## config.mk

```make
export PLATFORM = sky130hd
export DESIGN_NAME = fetch_stage
export DESIGN_NICKNAME = d
export VERILOG_FILES = /design/src/rtl/cpu_types_pkg.sv /design/src/rtl/sat_counter.sv /design/src/rtl/fetch_stage.sv
export SDC_FILE = /design/constraint.sdc
export NUM_CORES = 1
export LEC_CHECK = 0
export CAP_MARGIN = 20
export CORE_MARGIN = 1
export CORE_UTILIZATION = 49
export CTS_CLUSTER_SIZE = 30
export DETAILED_ROUTE_END_ITERATION = 10
export DONT_BUFFER_PORTS = 1
export GPL_ROUTABILITY_DRIVEN = 0
export GPL_TIMING_DRIVEN = 1
export SETUP_SLACK_MARGIN = 0.05
export SYNTH_ARGS = -nofsm -noshare
export SYNTH_HDL_FRONTEND = slang
export SYNTH_HIERARCHICAL = 1
export SYNTH_SLANG_ARGS = --single-unit
export TNS_END_PERCENT = 50
```

## constraint.sdc

```tcl
create_clock -name CLK -period 3.15 [get_ports CLK]
set_input_delay 0.7875 -clock CLK [delete_from_list [all_inputs] [get_ports CLK]]
set_output_delay 0.7875 -clock CLK [all_outputs]
set_load 0.05 [all_outputs]
```

## src/rtl/cpu_types_pkg.sv

```systemverilog
// cpu_types_pkg: shared core types; fetch stage state and PC step.
package cpu_types_pkg;
    typedef logic [31:0] word_t;
    typedef enum logic [1:0] {RUN, HELD, HALTED} fetch_state_t;
    localparam word_t PC_STEP = 32'd4;
endpackage

```

## src/rtl/sat_counter.sv

```systemverilog
// sat_counter: 32-bit enabled counter that sticks at all-ones.
module sat_counter
    import cpu_types_pkg::*;
(
    input  logic  CLK,
    input  logic  nRST,
    input  logic  en,
    output word_t count
);
    always_ff @(posedge CLK or negedge nRST)
        if (!nRST) count <= '0;
        else if (en && count != '1) count <= count + 32'd1;
endmodule

```

## src/rtl/fetch_stage.sv

```systemverilog
// fetch_stage: PC owner and icache requester feeding IF/ID with a one-entry hold buffer.
// Performance counters are built only when FETCH_PERF_EN is defined.
module fetch_stage
    import cpu_types_pkg::*;
#(
    parameter word_t PC_INIT = 32'h0000_0000
) (
    input  logic  CLK,
    input  logic  nRST,
    input  logic  ihit,
    input  word_t imemload,
    output logic  imemREN,
    output word_t imemaddr,
    input  logic  stall,
    input  logic  redirect,
    input  word_t redirect_pc,
    input  logic  halt,
    output logic  out_valid,
    output word_t out_imemload,
    output word_t out_npc,
    output word_t perf_fetched,
    output word_t perf_stalls
);
    fetch_state_t state, state_n;
    word_t pc, pc_n, buf_load, buf_load_n, buf_npc, buf_npc_n, pc_inc;

    assign pc_inc = pc + PC_STEP;
    assign imemREN = state == RUN;
    assign imemaddr = pc;
    assign out_imemload = state == HELD ? buf_load : imemload;
    assign out_npc = state == HELD ? buf_npc : pc_inc;
    // halt and redirect both squash whatever is presented this cycle
    assign out_valid = state == HALTED || halt || redirect ? 1'b0 : state == HELD ? 1'b1 : ihit;

    always_ff @(posedge CLK or negedge nRST)
        if (!nRST) begin
            state <= RUN;
            pc <= PC_INIT;
            buf_load <= '0;
            buf_npc <= '0;
        end else begin
            state <= state_n;
            pc <= pc_n;
            buf_load <= buf_load_n;
            buf_npc <= buf_npc_n;
        end

    always_comb begin
        state_n = state;
        pc_n = pc;
        buf_load_n = buf_load;
        buf_npc_n = buf_npc;
        if (state != HALTED) begin
            if (halt) state_n = HALTED;
            else if (redirect) begin
                state_n = RUN;
                pc_n = {redirect_pc[31:2], 2'b00};
            end else case (state)
                RUN: if (ihit) begin
                    pc_n = pc_inc;
                    if (stall) begin
                        state_n = HELD;
                        buf_load_n = imemload;
                        buf_npc_n = pc_inc;
                    end
                end
                HELD: if (!stall) state_n = RUN;
                default: state_n = state;
            endcase
        end
    end

`ifdef FETCH_PERF_EN
    sat_counter u_fetched (.CLK(CLK), .nRST(nRST), .en(out_valid && !stall), .count(perf_fetched));
    sat_counter u_stalls (.CLK(CLK), .nRST(nRST), .en(out_valid && stall), .count(perf_stalls));
`else
    assign perf_fetched = '0;
    assign perf_stalls = '0;
`endif
endmodule
```

==> out/results.env <==
POWER_SWITCHING_W=0.00107
ANT_NETS=0
DPL_WORST_SLACK_NS=0.260
WORST_CLOCK_SKEW_NS=0.00516
WORSTPATHCELLLIST='nand4_1, nor4_4, buf_4, nand4_1, xor2_1, a21oi_1, buf_4'
CAP_VIOL_MAX_COUNT=0
WORST_SLEW_PIN_SLEW_NS=0.827
CLK_SINK_COUNT=94
DETAIL_ROUTE.FIRST_PASS.ITERATIONS=4
CLOCK_TREE.HTREE_LEVEL_COUNT=3
TIMING.MAX_SLEW.REL_SLACK_PCT=44.8
POSTLAYOUTSETUPSLACKWORST_NS=0.0765
POST_SYNTH_ARST_SHARE_PCT=100
REPORT.FINAL.HOLD_VIOL_COUNT=0
FLOW.AREA_GROWTH_FROM_SYNTHESIS_PCT=16.6
SYNTH_COMMON_CELLS='dfrtp_1 (94), buf_4 (69), mux2_2 (66), nand2_1 (59), a21oi_1 (55)'
MAX-VDD-IR-DROP_V=0.000285
INTPOWER_W=0.00199
DRT_DRC_VIOLATIONS_LEFT=0
FLOORPLAN.DIE_AREA_UM2=12100
GLOBAL_ROUTE_OVERFLOW=0
TIMING.CRITICAL_PATH.BUF_INV=2
CLK_TRANSITION_REPORTED_PATHS_NS=0.06
GRT_USE_TOTAL_PCT=23.3
REPORT.FINAL.SLEW_VIOL_COUNT=0
IO_PINS=232
TIMING.FINAL.CRIT_SHARE_PCT=97.6
AVGROUTEDWIREPERCELL_UM=16.8
CELLPOWERDENSITY_nW_PER_UM2=458
ROWS=39
GLOBAL_ROUTE_WIRE_LENGTH_BEFORE_REPAIR_MM=21.2
YOSYS_WARNINGS=6
RUN_STATUS='finished, final reports clean'
CTS_HOLD_BUFFERS=0
DP_HPWL_MM=9.62
NET_SWITCHING_SHARE_OF_THE_TOTAL_POWER_PCT=35.0
CORE_UM2=11400
POWER.SHARE.CLOCK_PCT=32.7
SYNTHCELLS=625
WORST_EP_REQUIRED_TIME_NS=2.36
TRITONCTS_CLOCK_TREE='built'
NUM_CTS_BUFFERS=9
SYNTH_EDF_COUNT=0
NUMBER_OF_STANDARD_CELLS_IN_THE_LAYOUT_TAPS_IN_AND_FILLERS_OUT=816
FINALSETUPTNS_NS=0
FINAL_LAYOUT_SIZE_SUFFIX_GT1_SHARE_PCT=28.1
SYN-MEAN-INSTANCE-AREA_UM2=9.18
SYNTH.MOST_COMMON_CELL='dfrtp_1'
DR_TOTAL_VIAS=4429
INITIAL_CORE_UTIL_PCT=50.3
NUMBER_OF_GLOBAL_ROUTE_VIAS_BEFORE_REPAIR=4068
WORST-PATH-MAX-FANOUT=7
GRT_MAX_DEGREE=95
SYNTHDOMINANTAREACELLTYPE='dfrtp_1'
PORT_BUFFERS=0
CLKLATENCYLATEPIN_NS=0.34
RSZ_0062_RAISED_AFTER_GLOBAL_ROUTING='yes'
CP_DATA_ARRIVAL_TIME_NS=2.29
YOSYS.AREA.TOP_TYPE_SHARE_PCT=41.0
SETUP_VIOL=0
NETS=740
NUMBER_OF_ANTENNA_VIOLATIONS_AT_THE_FIRST_CHECK_IN_GLOBAL_ROUTING=0
TIMING_WORST_SETUP_PATH_TYPE='reg -> out'
CLOCK_PATH_BUFFERS=2
FINALWIRELENGTH_MM=13.7
POWER.LEAKAGE_nW=3.15
CTSROOTBUFFERMASTER='clkbuf_16'
DIE-HEIGHT_UM=110
SYNTH.LIB_CELLS_USED.DISTINCT=46
SYNTH-MAIN-FF-CELL='dfrtp_1'
WORST_HOLD_PATH_TYPE='in -> async'
DETAIL_ROUTE.ITER0.VIOLATIONS=260
NUM_ANTENNA_CELLS=0
FMAX_GHz=0.325
POSTSYNTHREGISTERBITS=94
MAX_INCR_DELAY_ON_CP_NS=0.42
POST_SYNTH_INSTANCE_AREA_UM2=5740
DOMINANT_CELLS_BY_AREA_AFTER_SYNTHESIS='dfrtp_1 (41%), mux2_2 (13%), buf_4 (9.0%)'
COMBINATIONALPOWERSHARE_PCT=25.5
SYNTH_SEQUENTIAL_AREA_RATIO_PCT=41.0
PLACED_CELLS=795
CP_MAX_DELAY_CELL='dfrtp_2'
LAYOUT_MIN_CYCLE_TIME_NS=3.07
CRITICAL_PATH.STARTPOINT_TYPE='register'
VIAS_PER_CELL=5.43
DIE_W_UM=110
FINAL_UTIL_PCT=58.6
CPLARGESTDELAYFAMILY='simple AND/OR/NAND/NOR gates'
WORST_SETUP_PATH_END_KIND='output pin'
POWER.SEQUENTIAL.FRACTION_PCT=41.9
[worst reg2reg max path: cells and delay by family (launching register included)]
kind	cells	cell delay (ns)
flops	1	0.42
buf+inv	1	0.20
simple gates	5	1.33
[power groups by stage]
stage / Clock [W] / Combinational [W] / Sequential [W]
6_report: 0.00100 / 0.000780 / 0.00128
5_1_grt: 0.00109 / 0.000821 / 0.00129
4_1_cts: 0.00104 / 0.000771 / 0.00128
3_5_place_dp: 0 / 0.000767 / 0.00130
3_3_place_gp: 0 / 0.000762 / 0.00130
2_1_floorplan: 0 / 0.000583 / 0.00140
[final timing paths]
kind	startpoint	endpoint	slack [ns]	cells after the start
min in group CLK	buf_npc[22]	buf_npc[22]	0.48	2
max in group asynchronous	nRST	imemaddr[5]	2.90	0
worst max-delay path	imemaddr[5]	out_npc[31]	0.08	7
worst min-delay path	nRST	buf_load[7]	0.14	0
worst max register to register	imemaddr[5]	imemaddr[31]	1.14	6
worst min register to register	buf_npc[22]	buf_npc[22]	0.48	2
[registers in the layout, indices dropped and copies added (netlist names)]
register / count
buf_npc: 30
state: 2
buf_load: 32
imemaddr: 30
[area by class of cell]
class	count	area (um2)
flip-flops and latches	94	2360
clock inverters	3	21.3
inverters	5	18.8
fillers	1006	4730
clock buffers	12	246
well taps	143	179
repair buffers	76	733
multi-input cells	483	3130
[per-layer routing]
metal | track usage (%) | wire length [um] | share of wire [%] | up-vias
met3 | 6.41 | 1070 | 7.8 | 23
met2 | 37.8 | 6630 | 48 | 170
met5 | 0 | 0 | 0 | -
li1 | - | - | - | 2126
met4 | 10.2 | 349 | 2.6 | 0
met1 | 29.3 | 5630 | 41 | 2110
[what timing repair did]
item	4_1_cts	5_1_grt
pin swaps	0	4
setup endpoints to repair	9	17
gates resized for setup	5	19
setup buffers	0	5
hold endpoints to repair	0	0
cloned	0	1
[cell usage in the layout, fill, tap and decap left out, drive strengths merged, types with 3 or more instances in the layout]
cell type	instances
nand4	14
nand3	23
and3	13
nand2	59
a21oi	55
buf	76
and2	4
nor2	47
o211ai	4
a22oi	3
dfrtp	94
xnor2	9
nor3	4
a2bb2oi	7
nor4	5
o21ai	47
or3	5
xor2	19
mux2	66
inv	5
o22ai	8
o31ai	3
conb	68
clkbuf	12
[cells by family (layout without fill, tap and decap cells)]
logic type	after synthesis	in the layout	share of synthesized area (%)
xor+xnor	28	28	4.27
simple gates	184	184	15.8
flops	94	94	41.0
mux	68	68	13.3
compound gates	134	134	13.1
fa+ha+maj	1	1	0.218
other cells	1	68	0.0653
buf+inv	115	96	12.2
[per-stage QoR]
stage               hold slack [ns]  cell area [um2]  total power, W
finish                        0.135             6690         0.00307
CTS                           0.118             6560         0.00309
global placement              0.462             6270         0.00206
global route                  0.111             6690         0.00320
floorplan                     0.451             6090         0.00198
detailed placement            0.471             6270         0.00207
No activity file was read; power rests on OpenSTA's default activity.
